$ cat src/rtl/ring_pkg.sv
// Shared ring slot encodings and bus widths.
// Used by the client-side and memory-side ring arbiters.
package ring_pkg;

  localparam int RingW = 32;
  localparam int TypeW = 4;
  localparam int SdW   = 4;

  localparam logic [TypeW-1:0] Null      = 4'd7;
  localparam logic [TypeW-1:0] Token     = 4'd1;
  localparam logic [TypeW-1:0] Address   = 4'd2;
  localparam logic [TypeW-1:0] WriteData = 4'd3;
  localparam logic [TypeW-1:0] ReadData  = 4'd4;

endpackage

$ cat src/rtl/rr_pick.sv
// Combinational round-robin picker: first set req bit
// at or above ptr, wrapping modulo N.
module rr_pick #(
  parameter int N = 4,
  parameter int W = $clog2(N)
) (
  input  logic [N-1:0] req,
  input  logic [W-1:0] ptr,
  output logic [N-1:0] win,
  output logic         valid
);

  int idx;

  always_comb begin
    win   = '0;
    valid = 1'b0;
    idx   = 0;
    for (int k = 0; k < N; k++) begin
      idx = int'(ptr) + k;
      if (idx >= N) idx = idx - N;
      if (idx >= N) idx = idx - N;
      if (!valid && req[idx]) begin
        win[idx] = 1'b1;
        valid    = 1'b1;
      end
    end
  end

endmodule

$ cat src/rtl/ring_client_arbiter.sv
// Shares one ring station among local clients; grants
// ownership on a Token, round-robin, with a hold watchdog.
module ring_client_arbiter
  import ring_pkg::*;
#(
  parameter int NCLIENT = 4,
  parameter int MAXHOLD = 64
) (
  input  logic                     clock,
  input  logic                     reset,
  input  logic [RingW-1:0]         RingIn,
  input  logic [TypeW-1:0]         SlotTypeIn,
  input  logic [SdW-1:0]           SrcDestIn,
  input  logic [NCLIENT-1:0]       req,
  input  logic [NCLIENT-1:0]       rel,
  input  logic [RingW*NCLIENT-1:0] cRingOut,
  input  logic [TypeW*NCLIENT-1:0] cSlotTypeOut,
  input  logic [SdW*NCLIENT-1:0]   cSrcDestOut,
  input  logic [NCLIENT-1:0]       cDrive,
  output logic [NCLIENT-1:0]       grant,
  output logic [NCLIENT-1:0]       waiting,
  output logic [RingW-1:0]         RingOut,
  output logic [TypeW-1:0]         SlotTypeOut,
  output logic [SdW-1:0]           SrcDestOut,
  output logic                     timeout,
  output logic                     protoErr
);

  localparam int PW = $clog2(NCLIENT);
  localparam int HW = $clog2(MAXHOLD + 1);

  localparam logic [0:0] HUNT = 1'b0;
  localparam logic [0:0] OWN  = 1'b1;

  localparam logic [PW-1:0] LAST    = PW'(NCLIENT - 1);
  localparam logic [HW-1:0] HOLDMAX = HW'(MAXHOLD);
  localparam logic [HW-1:0] HOLDLIM = HW'(MAXHOLD - 1);

  logic [0:0]         state;
  logic [PW-1:0]      owner;
  logic [PW-1:0]      rrPtr;
  logic [HW-1:0]      holdCnt;
  logic [NCLIENT-1:0] pickWin;
  logic               pickValid;
  logic [PW-1:0]      winIdx;
  logic [PW-1:0]      nextPtr;
  logic               tokenIn;

  assign tokenIn = (SlotTypeIn == Token);
  assign nextPtr = (owner == LAST) ? '0 : owner + 1'b1;

  rr_pick #(.N(NCLIENT), .W(PW)) uPick (
    .req  (req),
    .ptr  (rrPtr),
    .win  (pickWin),
    .valid(pickValid)
  );

  always_comb begin
    winIdx = '0;
    for (int i = 0; i < NCLIENT; i++)
      if (pickWin[i]) winIdx = PW'(i);
  end

  always_comb begin
    grant = '0;
    if (state == OWN)
      grant[owner] = 1'b1;
    else if (tokenIn && pickValid)
      grant = pickWin;
  end

  // Unregistered mux keeps station latency unchanged
  always_comb begin
    RingOut     = RingIn;
    SlotTypeOut = SlotTypeIn;
    SrcDestOut  = SrcDestIn;
    for (int i = 0; i < NCLIENT; i++) begin
      if (grant[i] && cDrive[i]) begin
        RingOut     = cRingOut[RingW*i +: RingW];
        SlotTypeOut = cSlotTypeOut[TypeW*i +: TypeW];
        SrcDestOut  = cSrcDestOut[SdW*i +: SdW];
      end
    end
  end

  always_ff @(posedge clock) begin
    if (reset) begin
      state    <= HUNT;
      owner    <= '0;
      rrPtr    <= '0;
      holdCnt  <= '0;
      waiting  <= '0;
      timeout  <= 1'b0;
      protoErr <= 1'b0;
    end else begin
      waiting <= req & ~grant;
      timeout <= 1'b0;
      if (|(cDrive & ~grant)) protoErr <= 1'b1;
      case (state)
        HUNT: begin
          if (tokenIn && pickValid) begin
            owner   <= winIdx;
            state   <= OWN;
            holdCnt <= '0;
          end
        end
        default: begin
          if (holdCnt != HOLDMAX) holdCnt <= holdCnt + 1'b1;
          if (rel[owner]) begin
            state <= HUNT;
            rrPtr <= nextPtr;
          end else if (holdCnt == HOLDLIM) begin
            state   <= HUNT;
            rrPtr   <= nextPtr;
            timeout <= 1'b1;
          end
        end
      endcase
    end
  end

endmodule

$ cat config.mk
export PLATFORM = sky130hd
export DESIGN_NAME = ring_client_arbiter
export DESIGN_NICKNAME = d
export VERILOG_FILES = /design/src/rtl/ring_pkg.sv /design/src/rtl/rr_pick.sv /design/src/rtl/ring_client_arbiter.sv
export SDC_FILE = /design/constraint.sdc
export NUM_CORES = 1
export LEC_CHECK = 0
export BUFFER_PORTS_ARGS = -buffer_cell sky130_fd_sc_hd__buf_2
export CAP_MARGIN = 20
export CORE_MARGIN = 1
export CORE_UTILIZATION = 35
export CTS_BUF_LIST = sky130_fd_sc_hd__clkbuf_2 sky130_fd_sc_hd__clkbuf_4 sky130_fd_sc_hd__clkbuf_8
export CTS_CLUSTER_SIZE = 40
export DETAILED_ROUTE_END_ITERATION = 8
export HOLD_SLACK_MARGIN = 0.06
export PLACE_DENSITY = 0.72
export SYNTH_ARGS = -nofsm -noshare
export SYNTH_HDL_FRONTEND = slang
export SYNTH_HIERARCHICAL = 1
export SYNTH_SLANG_ARGS = --single-unit
$ cat constraint.sdc
create_clock -name clock -period 4.7 [get_ports clock]
set_input_delay 0.94 -clock clock [delete_from_list [all_inputs] [get_ports clock]]
set_output_delay 0.94 -clock clock [all_outputs]
set_load 0.01 [all_outputs]
==> reports/results.txt <==
Crit. End Element -> primary output
CTS tree -> built
peak supply drop -> 0.148 mV
Routed WL per cell -> 17.6 um
Area Overhead vs Synth -> 40.6%
Static Leak -> 0.00268 uW
worst reg-to-reg path cell count -> 9
RR Endpoint -> protoErr$_SDFFE_PP0P_
Antenna Nets Post-Route -> 0
Final Max Slew Viols -> 0
final hold vios -> 0
Final HPWL DP -> 12100 um
PwrDens -> 115 nW/um2
root buf cell -> clkbuf_8
ys flop type -> dfxtp_1
Mean Syn Cell Area -> 7.06 um2
DR vias -> 5220
Die X -> 107 um
vias per cell -> 5.72
crit path kind -> input pin to primary output
Mapped Area -> 3850 um2
Startpoint Class -> input pin
Hold Path Class -> flop to flop
Async SR Flop Fraction -> 0
final worst-path cycle share -> 0.976
first-pass GRT wire length -> 23700 um
Ys Warns -> 6
Setup-failing EPs final -> 0
grt ovf -> 0
Worst Clk Skew -> 0.00990 ns
clock transition at the registers of the reported paths -> 0.07 ns
layout cells sized above 1 -> 0.430
status -> finished, final reports clean
fmax -> 0.218 GHz
maximum root-to-sink buffer count -> 2
DP Cell Count -> 904
I/O Pins -> 264
First-pass DRT Iterations -> 5
slowest stage cell, crit path -> or4_1
Overall Power -> 625 uW
Max-slew headroom -> 0.389
crit path to -> SlotTypeOut[0]
die height -> 107 um
Clock Latency Late Sink -> 0.26 ns
Adder-Cell Fraction of Synth Area -> 0.0455
Synth cell types -> 56
Critical Path AT -> 3.65 ns
pin count of the biggest net entering global routing -> 42
die area -> 11400 um2
hold path start -> holdCnt[0]$_SDFFE_PP0P_
DRT iter0 DRCs -> 544
TritonCTS Sinks -> 18
r2r setup slk -> 1.85 ns
max cap viols -> 0
Post-Layout Cell Count -> 912
initial antenna violation count -> 2
Post-Synth XOR/XNOR Area -> 0.00455
crit path from -> req[2]
Yosys top cell area share -> 0.112
worst-path fanout max -> 8
Post-Synth Simple-Gate Area -> 0.130
core area -> 10500 um2
vias in the first global route -> 4623
Post-synth EDFFs -> 0
actual slew at the worst max-slew pin -> 0.915 ns
final worst path period need -> 4.59 ns
Largest stage delay, worst path -> 0.46 ns
share of synthesized area spent on multiplexers -> 0.0351
# hold bufs at CTS -> 0
setup tns final -> 0 ns
placed cell area -> 5320 um2
Mapped Cells -> 546
RSZ-0062 raised after global routing -> no
FP Rows -> 37
crit-path cells -> buf_2, or3b_1, a2111o_1, nand3_2, o2bb2ai_1, nand4b_1, or4_1, a311o_1, a221o_1, buf_2
most frequent CP cell -> buf_2
Compound-Gate Fraction of Synth Area -> 0.526
Finished Cell Area -> 5420 um2
Worst R2R Start -> rrPtr[1]$_SDFFE_PP0P_
sequential share of the synthesized area -> 0.0935
post-route DRC violation count -> 0
starting density of the core -> 0.367
most frequent cell after synthesis -> inv_1
CTS HTree Levels -> 1
fin nets -> 1003
total wire length -> 16000 um
Req. time, crit path -> 3.76 ns
TritonCTS Buffers -> 3
#FFs+latches synth -> 18
largest family of logic cells by synthesized area -> compound AO/OA/AOI/OAI gates
Overall Global Routing Usage -> 0.258
dominant cells by area after synthesis -> a221o_1 (11%), o211ai_2 (9.7%), dfxtp_1 (9.4%)
leading area contributor after synthesis -> a221o_1
synthesized net count -> 774
gp weighted congestion -> 1.06
IO Port Bufs -> 263
Post-synth top cells -> inv_1 (91), nand2_1 (50), a21oi_1 (49)
## repair_timing
| item | CTS | global route |
|---|---|---|
| gates resized for setup | 0 | 6 |
| setup endpoints to repair | 0 | 40 |
| setup buffers | 0 | 1 |
## logic make-up after synthesis
kind of cell	after synthesis
flops	18
mux	12
simple gates	100
xor+xnor	2
fa+ha+maj	14
buf+inv	152
compound gates	248
## sequential cells by signal, indices dropped and copies added, names as in the netlist
| name | flops |
|---|---|
| state | 1 |
| holdCnt | 7 |
| protoErr | 1 |
| owner | 2 |
| rrPtr | 2 |
| waiting | 4 |
| timeout | 1 |
## power breakdown
group / total (uW) / switching, uW / internal (uW)
Sequential: 160 / 3.42 / 156
Combinational: 334 / 171 / 163
Clock: 131 / 56.2 / 74.5
Total: 625 / 231 / 394
## layout by cell type (no fill, tap or decap), types with 3 or more instances in the layout
cell type	Yosys	final
a211oi_1	48	48
mux2i_1	9	7
nand2b_1	5	5
o22ai_1	8	8
nor2_1	12	12
and2_1	3	3
nor3_1	4	4
a32oi_1	5	4
buf_4	1	13
dfxtp_1	18	18
a21oi_1	49	49
o211ai_1	42	42
nand3_1	5	4
inv_1	91	90
clkbuf_8	0	4
nand2_1	50	50
o211ai_2	30	30
ha_1	14	13
buf_12	0	6
a221o_1	43	43
buf_2	13	263
o2bb2ai_1	4	4
and3_1	6	6
## per-layer routing
| layer | global-route usage | wire length, um | share of wire | up-vias |
|---|---|---|---|---|
| met3 | 0.0298 | 1200 | 0.075 | 23 |
| met1 | 0.335 | 6610 | 0.41 | 2390 |
| met4 | 0.0548 | 230 | 0.014 | 0 |
| met2 | 0.455 | 7990 | 0.50 | 287 |
| li1 | - | - | - | 2520 |
| met5 | 0 | 0 | 0 | - |
## per-stage QoR
stage,hold slack (ns),utilization,setup WS [ns]
after floorplan,0.474,-,0.480
after CTS,0.504,0.511,0.0885
final,0.504,0.516,0.115
after detailed placement,0.496,0.506,0.206
after global placement,0.487,0.506,0.238
after global routing,0.525,0.516,0.0289
## final cells by class
class | count | area, um2
antenna | 2 | 5.00
clock buffer | 4 | 55.1
fill | 1066 | 5090
inverter | 92 | 345
multi-input combinational | 376 | 2910
sequential | 18 | 360
tap | 136 | 170
timing repair buffer | 284 | 1570
## worst min-delay path by stage
stage | endpoint | slack (ns) | cells after the start
after floorplan | holdCnt[0]$_SDFFE_PP0P_ | 0.47 | 2
after global placement | holdCnt[0]$_SDFFE_PP0P_ | 0.49 | 2
after detailed placement | holdCnt[0]$_SDFFE_PP0P_ | 0.50 | 2
after CTS | holdCnt[0]$_SDFFE_PP0P_ | 0.50 | 2
after global routing | holdCnt[0]$_SDFFE_PP0P_ | 0.52 | 2
final | holdCnt[0]$_SDFFE_PP0P_ | 0.50 | 2
## worst max-delay path, delay by kind of cell
kind / cells / cell delay [ns]
AOI/OAI and AO/OA: 4 / 1.20
buffers and inverters: 2 / 0.31
and+or+nand+nor: 4 / 1.20
Note: power is estimated with default switching activity, not from simulation.
